<file path="src/rtl/cv32e40x_pkg.sv">
// rtl/cv32e40x_pkg.sv - shared types and constants for the branch predictor
package cv32e40x_pkg;

    typedef enum logic {BP_IDLE, BP_REDIRECT} bp_state_e;

    // First-touch counter values: weakly taken / weakly not-taken
    localparam logic [1:0] BP_CNT_WT  = 2'b10;
    localparam logic [1:0] BP_CNT_WNT = 2'b01;

endpackage

</file>
<file path="src/rtl/cv32e40x_bht.sv">
// rtl/cv32e40x_bht.sv - 2-bit saturating counter table with valid bits
module cv32e40x_bht
    import cv32e40x_pkg::*;
#(
    parameter int unsigned BHT_ENTRIES = 16,
    localparam int unsigned IDX_W      = $clog2(BHT_ENTRIES)
) (
    input  logic             clk,
    input  logic             rst,
    input  logic [IDX_W-1:0] rd_idx,
    output logic             rd_valid,
    output logic [1:0]       rd_cnt,
    input  logic             wr_en,
    input  logic [IDX_W-1:0] wr_idx,
    input  logic             wr_taken
);

    logic [BHT_ENTRIES-1:0] valid_q;
    logic [1:0]             cnt_q [BHT_ENTRIES];
    logic [1:0]             cnt_cur;
    logic [1:0]             cnt_nxt;

    // Reads see the pre-update contents; there is no write-to-read bypass
    assign rd_valid = valid_q[rd_idx];
    assign rd_cnt   = cnt_q[rd_idx];
    assign cnt_cur  = cnt_q[wr_idx];

    always_comb begin
        cnt_nxt = cnt_cur;
        if (!valid_q[wr_idx]) begin
            cnt_nxt = wr_taken ? BP_CNT_WT : BP_CNT_WNT;
        end else if (wr_taken) begin
            cnt_nxt = (cnt_cur == 2'b11) ? cnt_cur : cnt_cur + 2'b01;
        end else begin
            cnt_nxt = (cnt_cur == 2'b00) ? cnt_cur : cnt_cur - 2'b01;
        end
    end

    always_ff @(posedge clk) begin
        if (rst) begin
            valid_q <= '0;
        end else if (wr_en) begin
            valid_q[wr_idx] <= 1'b1;
        end
    end

    // Counter contents are meaningless until their valid bit is set
    always_ff @(posedge clk) begin
        if (wr_en) begin
            cnt_q[wr_idx] <= cnt_nxt;
        end
    end

endmodule

</file>
<file path="src/rtl/cv32e40x_bch_predictor.sv">
// rtl/cv32e40x_bch_predictor.sv - branch direction predictor and mispredict redirect sequencer
module cv32e40x_bch_predictor
    import cv32e40x_pkg::*;
#(
    parameter int unsigned BHT_ENTRIES = 16
) (
    input  logic        clk,
    input  logic        rst,
    input  logic        id_valid_i,
    input  logic        id_ready_i,
    input  logic        bch_in_id_i,
    input  logic [31:0] pc_id_i,
    input  logic [31:0] bch_target_i,
    output logic        bch_prediction_id_o,
    input  logic        ex_bch_resolved_i,
    input  logic        ex_bch_taken_i,
    input  logic        kill_i,
    output logic        redirect_valid_o,
    output logic [31:0] redirect_pc_o,
    input  logic        redirect_ready_i,
    output logic [31:0] mispredict_cnt_o
);

    localparam int unsigned IDX_W = $clog2(BHT_ENTRIES);

    bp_state_e        state_q;
    logic [IDX_W-1:0] id_idx;
    logic             rd_valid;
    logic [1:0]       rd_cnt;
    logic             ex_pending_q;
    logic             ex_pred_q;
    logic [IDX_W-1:0] ex_idx_q;
    logic [31:0]      ex_target_q;
    logic [31:0]      ex_seq_q;
    logic             capture;
    logic             resolve;
    logic             mispredict;

    assign id_idx = pc_id_i[IDX_W+1:2];

    cv32e40x_bht #(
        .BHT_ENTRIES (BHT_ENTRIES)
    ) u_bht (
        .clk      (clk),
        .rst      (rst),
        .rd_idx   (id_idx),
        .rd_valid (rd_valid),
        .rd_cnt   (rd_cnt),
        .wr_en    (resolve),
        .wr_idx   (ex_idx_q),
        .wr_taken (ex_bch_taken_i)
    );

    // Untrained entries fall back to backward-taken / forward-not-taken
    assign bch_prediction_id_o = bch_in_id_i &&
                                 (rd_valid ? rd_cnt[1] : (bch_target_i < pc_id_i));

    assign capture    = id_valid_i && id_ready_i && bch_in_id_i && !kill_i &&
                        (state_q == BP_IDLE);
    assign resolve    = ex_bch_resolved_i && ex_pending_q;
    assign mispredict = resolve && (ex_bch_taken_i != ex_pred_q) &&
                        (state_q == BP_IDLE) && !kill_i;

    always_ff @(posedge clk) begin
        if (capture) begin
            ex_pred_q   <= bch_prediction_id_o;
            ex_idx_q    <= id_idx;
            ex_target_q <= bch_target_i;
            ex_seq_q    <= pc_id_i + 32'd4;
        end
    end

    // A capture in the resolving cycle keeps the slot occupied by the new branch
    always_ff @(posedge clk) begin
        if (rst || kill_i) begin
            ex_pending_q <= 1'b0;
        end else if (capture) begin
            ex_pending_q <= 1'b1;
        end else if (resolve) begin
            ex_pending_q <= 1'b0;
        end
    end

    always_ff @(posedge clk) begin
        if (rst) begin
            state_q          <= BP_IDLE;
            redirect_pc_o    <= '0;
            mispredict_cnt_o <= '0;
        end else if (kill_i) begin
            state_q <= BP_IDLE;
        end else begin
            case (state_q)
                BP_IDLE: begin
                    if (mispredict) begin
                        state_q       <= BP_REDIRECT;
                        redirect_pc_o <= ex_bch_taken_i ? ex_target_q : ex_seq_q;
                        if (mispredict_cnt_o != 32'hFFFF_FFFF) begin
                            mispredict_cnt_o <= mispredict_cnt_o + 32'd1;
                        end
                    end
                end
                BP_REDIRECT: begin
                    if (redirect_ready_i) begin
                        state_q <= BP_IDLE;
                    end
                end
                default: state_q <= BP_IDLE;
            endcase
        end
    end

    assign redirect_valid_o = (state_q == BP_REDIRECT);

endmodule

</file>
<file path="config.mk">
export PLATFORM = sky130hd
export DESIGN_NAME = cv32e40x_bch_predictor
export DESIGN_NICKNAME = d
export VERILOG_FILES = /design/src/rtl/cv32e40x_pkg.sv /design/src/rtl/cv32e40x_bht.sv /design/src/rtl/cv32e40x_bch_predictor.sv
export SDC_FILE = /design/constraint.sdc
export NUM_CORES = 1
export LEC_CHECK = 0
export BUFFER_PORTS_ARGS = -buffer_cell sky130_fd_sc_hd__buf_4
export CAP_MARGIN = 0
export CORE_MARGIN = 10
export CORE_UTILIZATION = 45
export CTS_CLUSTER_SIZE = 14
export DETAILED_ROUTE_END_ITERATION = 6
export PLACE_DENSITY_LB_ADDON = 0.25
export SETUP_SLACK_MARGIN = 0.05
export SLEW_MARGIN = 10
export SYNTH_ARGS = -nofsm -noshare
export SYNTH_HDL_FRONTEND = slang
export SYNTH_SLANG_ARGS = --single-unit
</file>
<file path="constraint.sdc">
create_clock -name clk -period 5.5 [get_ports clk]
set_input_delay 0.55 -clock clk [delete_from_list [all_inputs] [get_ports clk]]
set_output_delay 0.55 -clock clk [all_outputs]
set_load 0.005 [all_outputs]
</file>
* Word-level counts from Yosys, hierarchy flattened
Memories as Yosys holds them, arrays and structs flattened. A register that Yosys moved wholly into a read port is not among the register bits.
Cells that the tools add are included.
** Word-level totals
- Flip-flop bits (word level) :: 151
- Bits in writable memories :: 32
- Bits of input ports :: 73
- Output and inout port bits :: 66
- Memories kept :: 1
** Memories
- u_bht.cnt_q :: words 16, width 2, read ports 2, clocked after Yosys merged registers in 1, wr ports 1, RTL line cv32e40x_bht.sv:19 : logic [1:0] cnt_q [BHT_ENTRIES];
** Operators by class
- Add/subtract/negate cells :: 4
- Magnitude comparators :: 4
- Equal/unequal tests :: 3
- Muxes and demuxes :: 21
- Bitwise logic cells :: 3
- Reduce and logical (&&, ||, !) cells :: 17
** Operator list (count)
- $add A32 B1 Y32 const B :: 1
- $add A32 B3 Y32 const B :: 1
- $lt A32 B32 Y1 :: 1
- $mux W32 :: 1
- $ne A32 B32 Y1 const B :: 1
- $or A16 B16 Y16 :: 1
- $logic_and A1 B1 Y1 :: 10
- $lt A4 B5 Y1 const B :: 2
- $mux W1 :: 10
- $mux W2 :: 5
- $bmux W1 S4 :: 2
- $demux W1 S4 :: 1
- $ge A4 B1 Y1 const B :: 1
- $mux W4 :: 1
- $reduce_and A4 Y1 :: 1
- $reduce_and A3 Y1 :: 1
- $add A2 B1 Y2 const B :: 1
- $eq A2 B2 Y1 const B :: 1
- $logic_not A2 Y1 :: 1
- $not A1 Y1 :: 2
- $pmux W1 S2 :: 1
- $reduce_bool A2 Y1 :: 1
- $reduce_or A2 Y1 :: 1
- $sub A2 B1 Y2 const B :: 1
- other kinds (3) :: 3

* Logic depth before layout (Yosys ltp)
- Word-level depth :: 6
- Depth in mapped cells :: 8
- Gate-level depth less buffers :: 8

* Modules after synthesis
A second synthesis with hierarchy kept.
** Unflattened totals
- Cells, all modules :: 751
- Area, all modules :: 8692.1 sq um
** Modules (own cells, without submodules)
- cv32e40x_bch_predictor :: times used 1, cells each 587, area an instance 6352.3 sq um, seq. area each 3393.3 sq um
- cv32e40x_bht :: times used 1, cells each 164, area an instance 2339.7 sq um, seq. area each 1281.2 sq um

* Least setup slack after synthesis
OpenSTA, ideal clock, no wires.
- Path type :: input port to flip-flop
- From :: input kill_i
- To :: register ex_idx_q[0], enable pin
- Data arrival time :: 2.418 ns
- Slack :: 2.659 ns
- Stages :: 3
- Buffers on the path :: 0
- Cell sequence :: nor2_1 -> nand4_1 -> inv_1
** Between the ends
- Longest elaborated chain between the ends :: 3
** Ends and longest elaborated chain
- from (decl) :: RTL line cv32e40x_bch_predictor.sv:17 : input logic kill_i,
- $logic_not A1 Y1 :: RTL line cv32e40x_bch_predictor.sv:58 : assign capture = id_valid_i && id_ready_i && bch_in_id_i && !kill_i &&
- $logic_and A1 B1 Y1 (2 in series) :: RTL line cv32e40x_bch_predictor.sv:58
- via capture :: RTL line cv32e40x_bch_predictor.sv:35 : logic capture;
- to (signal assigned) :: RTL line cv32e40x_bch_predictor.sv:67 : ex_idx_q <= id_idx;
- to (decl) :: RTL line cv32e40x_bch_predictor.sv:32 : logic [IDX_W-1:0] ex_idx_q;
The timed path passes the listed nets, and every way through them passes these cells.
A chain may end at the register's enable or synchronous reset.

* Worst setup path in the final report
- From :: input pc_id_i[13]
- To :: output bch_prediction_id_o
** Between the ends
- Longest elaborated chain between the ends :: 3
** Ends and longest elaborated chain
- from (decl) :: RTL line cv32e40x_bch_predictor.sv:12 : input logic [31:0] pc_id_i,
- $lt A32 B32 Y1 :: RTL line cv32e40x_bch_predictor.sv:56 : (rd_valid ? rd_cnt[1] : (bch_target_i < pc_id_i));
- $mux W1 :: RTL line cv32e40x_bch_predictor.sv:56
- $logic_and A1 B1 Y1 :: RTL line cv32e40x_bch_predictor.sv:55 : assign bch_prediction_id_o = bch_in_id_i &&
- to (decl) :: RTL line cv32e40x_bch_predictor.sv:14 : output logic bch_prediction_id_o,
Every way passes these cells.

==> results.md <==
* Clock buffer depth at 2
* Final hold violations at 0
* Worst r2r dst: u_bht.cnt_q[9][0]
* Worst R2R Setup Slack at approximately 2.4 ns
* EDFF count, synth at 101
* CTS tree: built
* Die area at approximately 25000 um^2
* Crit path max fanout at 4
* Setup_tns at 0 ns
* Synth Warn # at 0
* Largest net degree at the start of global routing at 84
* Global-route wire length before repair at 33100 um
* Via count at 6217
* Post_cts resized at 0
* Cts hold-fix bufs at 0
* Clk_lat worst skew at roughly 0.43 ns
* Worst-margin pin slew at 1.11 ns
* TritonCTS Sinks at 187
* Pwr dens at 277 nW/um^2
* FF-to-FF path depth at 5
* Slew margin rel. at 26.3%
* Internal at around 2.2 mW
* Critical R2R Launch: ex_idx_q[0]
* Max Clock Freq at roughly 0.31 GHz
* CP Cell Sequence: buf_4 -> inv_1 -> ha_1 -> a21oi_1 -> o21ai_0 -> a221oi_1 -> a211oi_1 -> or4_1 -> mux2i_1 -> buf_4
* DRC at 0
* Comb pwr share at under 10%
* Synth-to-Final Area Change at 21.0%
* FF+latch count, synth at 187
* Total CTS buffers at 17
* FFs w/ async S/R, synth at 0%
* Hold EP: ex_target_q[11]
* Post-Syn Instances at 781
* Ys flop type: edfxtp_1
* Rows at 51
* CP arrival at 2.64 ns
* Commonest non-fill, non-tap cells in the layout: 142 x buf_4, 115 x nor2_1, 101 x edfxtp_1
* First-pass detailed-route iteration total at 5
* Die Width at 160 um
* Syn_nets at between 800 and 900
* Worst path bufs/invs at 3
* Die Ht at between 150 and 200 um
* Critical Path Most Common Cell: buf_4
* Part of the power in registers at 51.1%
* H-Tree Depth at 4
* Final worst path period share at 58.1%
* Mean Syn Cell Area at 11.2 um^2
* Clock Power Share at 42.1%
* Iter 0 DRT Violations at 334
* Via/cell ratio at between 5 and 6
* Post-CTS setup buffers at 0
* Dpl hpwl at approximately 16000 um
* Sequential-to-total area share from yosys stat at 54.2%
* Sw frac at 23.9%
* Required @ worst endpoint at between 4 and 5 ns
* Crit path max-delay cell type: or4_1
* Unrepaired setup endpoints after global routing: false
* Non-filler cells, final at 1187
* WL/cell at 17.5 um
* GPL Wtd Cong at 0.897
* Leakage at a little over 4 nW
* I/O pin cnt at around 140
* Vias in the first global route at 6166
* Worst-path clk slew at ~0.08 ns
* Clock skew at 0.0113 ns
* Crit start category: primary input
* Gr usage total at roughly 16%
* I/O Buffers at 138
* Sw power at 0.702 mW
* Yosys cell types at 54
* Final net count at between 1000 and 1500
* CP delay by family, top: compound AO/OA/AOI/OAI gates
* Reported max-cap violation count at 0
* Initial antenna violation count at 0
* Peak VDD IR at 215 uV
* Final setup viols at 0
* Routed WL at 20800 um
* Most common cell after layout, fill and taps aside: buf_4
* Inserted Diodes at 0
* Status: completed
* Crit. End Element: primary output
* Share of post-route cells with drive strength above 1 at between 20% and 30%
* Initial Utilization at 45.4%
* Hold wc startpoint: bch_target_i[11]
* Hold Crit Class: in2reg
* Slowest Stage Delay on Critical Path at 0.55 ns
* Placed cell count at 1155
* Crit Path Class: in2out
* GR Overflow Total at 0
* Clock root cell: clkbuf_16
* Final ANT Viol Nets at 0
* Core ar. at 19300 um^2
* Mapped cell area at 8770 um^2
* Minimum clock period at around 3.2 ns
* Hold depth at 1
* Max Slew Vio Count at 0
area by class of cell:
type / instances / area, um^2
fillers: 1725 / 8720
flip-flops and latches: 187 / 4750
multi-input cells: 523 / 3710
repair buffers: 142 / 1070
clock buffers: 17 / 425
well taps: 265 / 332
clock inverters: 15 / 178
inverters: 38 / 143
flip-flops by register name, indices dropped and copies added (netlist names), named ones only:
signal	flops
ex_seq_q	32
ex_target_q	32
mispredict_cnt_o	32
redirect_pc_o	32
u_bht.cnt_q	32
u_bht.valid_q	16
ex_idx_q	4
ex_pending_q	1
ex_pred_q	1
redirect_valid_o	1
synth_stat cells, drive strengths merged, types with 2 or more instances:
cell | count | area share (%)
nor2 | 115 | 4.9
or4 | 2 | 0.17
a31oi | 2 | 0.14
nand2b | 4 | 0.29
a211oi | 36 | 3.1
xnor2 | 48 | 4.8
nor2b | 4 | 0.29
o21ba | 2 | 0.23
nand3b | 2 | 0.17
nor3 | 24 | 1.5
a221oi | 2 | 0.20
o21a | 2 | 0.17
a21oi | 19 | 1.1
or3 | 4 | 0.29
inv | 38 | 1.6
nand4 | 18 | 1.4
mux2i | 34 | 3.9
nor4 | 7 | 0.74
edfxtp | 101 | 35
and3 | 10 | 0.73
clkbuf | 17 | 0.73
mux4 | 20 | 5.1
ha | 33 | 4.7
dfxtp | 86 | 20
nor3b | 3 | 0.26
and4 | 7 | 0.70
xor2 | 7 | 0.78
nand3 | 35 | 2.0
and2 | 6 | 0.43
buf | 16 | 1.1
o21ai | 15 | 0.86
nand2 | 50 | 2.1
power groups by stage:
stage	Sequential [mW]	Combinational [mW]	Clock, mW
6_report	1.50	0.199	1.24
5_1_grt	1.50	0.221	1.32
4_1_cts	1.50	0.201	1.26
3_5_place_dp	1.53	0.200	0
3_3_place_gp	1.53	0.198	0
2_1_floorplan	1.53	0.115	0
layer usage:
| metal | up-vias | global-route usage [%] | wire length (um) |
|---|---|---|---|
| met5 | - | 0 | 0 |
| met4 | 0 | 4.38 | 307 |
| met3 | 23 | 5.12 | 1410 |
| met2 | 185 | 26.5 | 9880 |
| met1 | 2924 | 20.0 | 9190 |
| li1 | 3085 | - | - |
stage by stage:
step / util (%) / area (um^2) / hold slack (ns) / worst slack (ns) / total power, mW
5_1_grt: 54.9 / 10600 / 0.280 / 2.08 / 3.04
6_report: 54.9 / 10600 / 0.299 / 2.31 / 2.94
3_5_place_dp: 51.8 / 10000 / 0.481 / 2.31 / 1.73
3_3_place_gp: 51.8 / 10000 / 0.463 / 2.31 / 1.73
4_1_cts: 54.9 / 10600 / 0.285 / 2.31 / 2.96
2_1_floorplan: - / 8770 / 0.452 / 2.66 / 1.64
worst register-to-register path, stage by stage (launching register included):
cell	delay, ns
edfxtp_1	0.63
mux4_2	0.59
a22o_1	0.24
a221oi_1	0.31
a211oi_1	0.08
a21oi_1	0.87
logic make-up (layout without fill, tap and decap cells):
group,after synthesis,count (layout),synth area share [%]
flops,187,187,54.2
xor+xnor,55,55,5.58
mux,55,55,9.15
fa+ha+maj,33,33,4.71
simple gates,294,294,16.3
compound gates,86,86,6.59
buf+inv,71,212,3.44
worst max path at each step:
stage,slack (ns),start,cells past startpoint,end
2_1_floorplan,2.66,kill_i,3,ex_idx_q[0]
3_3_place_gp,2.31,pc_id_i[2],9,bch_prediction_id_o
3_5_place_dp,2.31,pc_id_i[13],10,bch_prediction_id_o
4_1_cts,2.31,pc_id_i[13],10,bch_prediction_id_o
5_1_grt,2.08,flop,6,u_bht.cnt_q[10][0]
6_report,2.31,pc_id_i[13],10,bch_prediction_id_o
No activity file was read; power rests on OpenSTA's default activity.
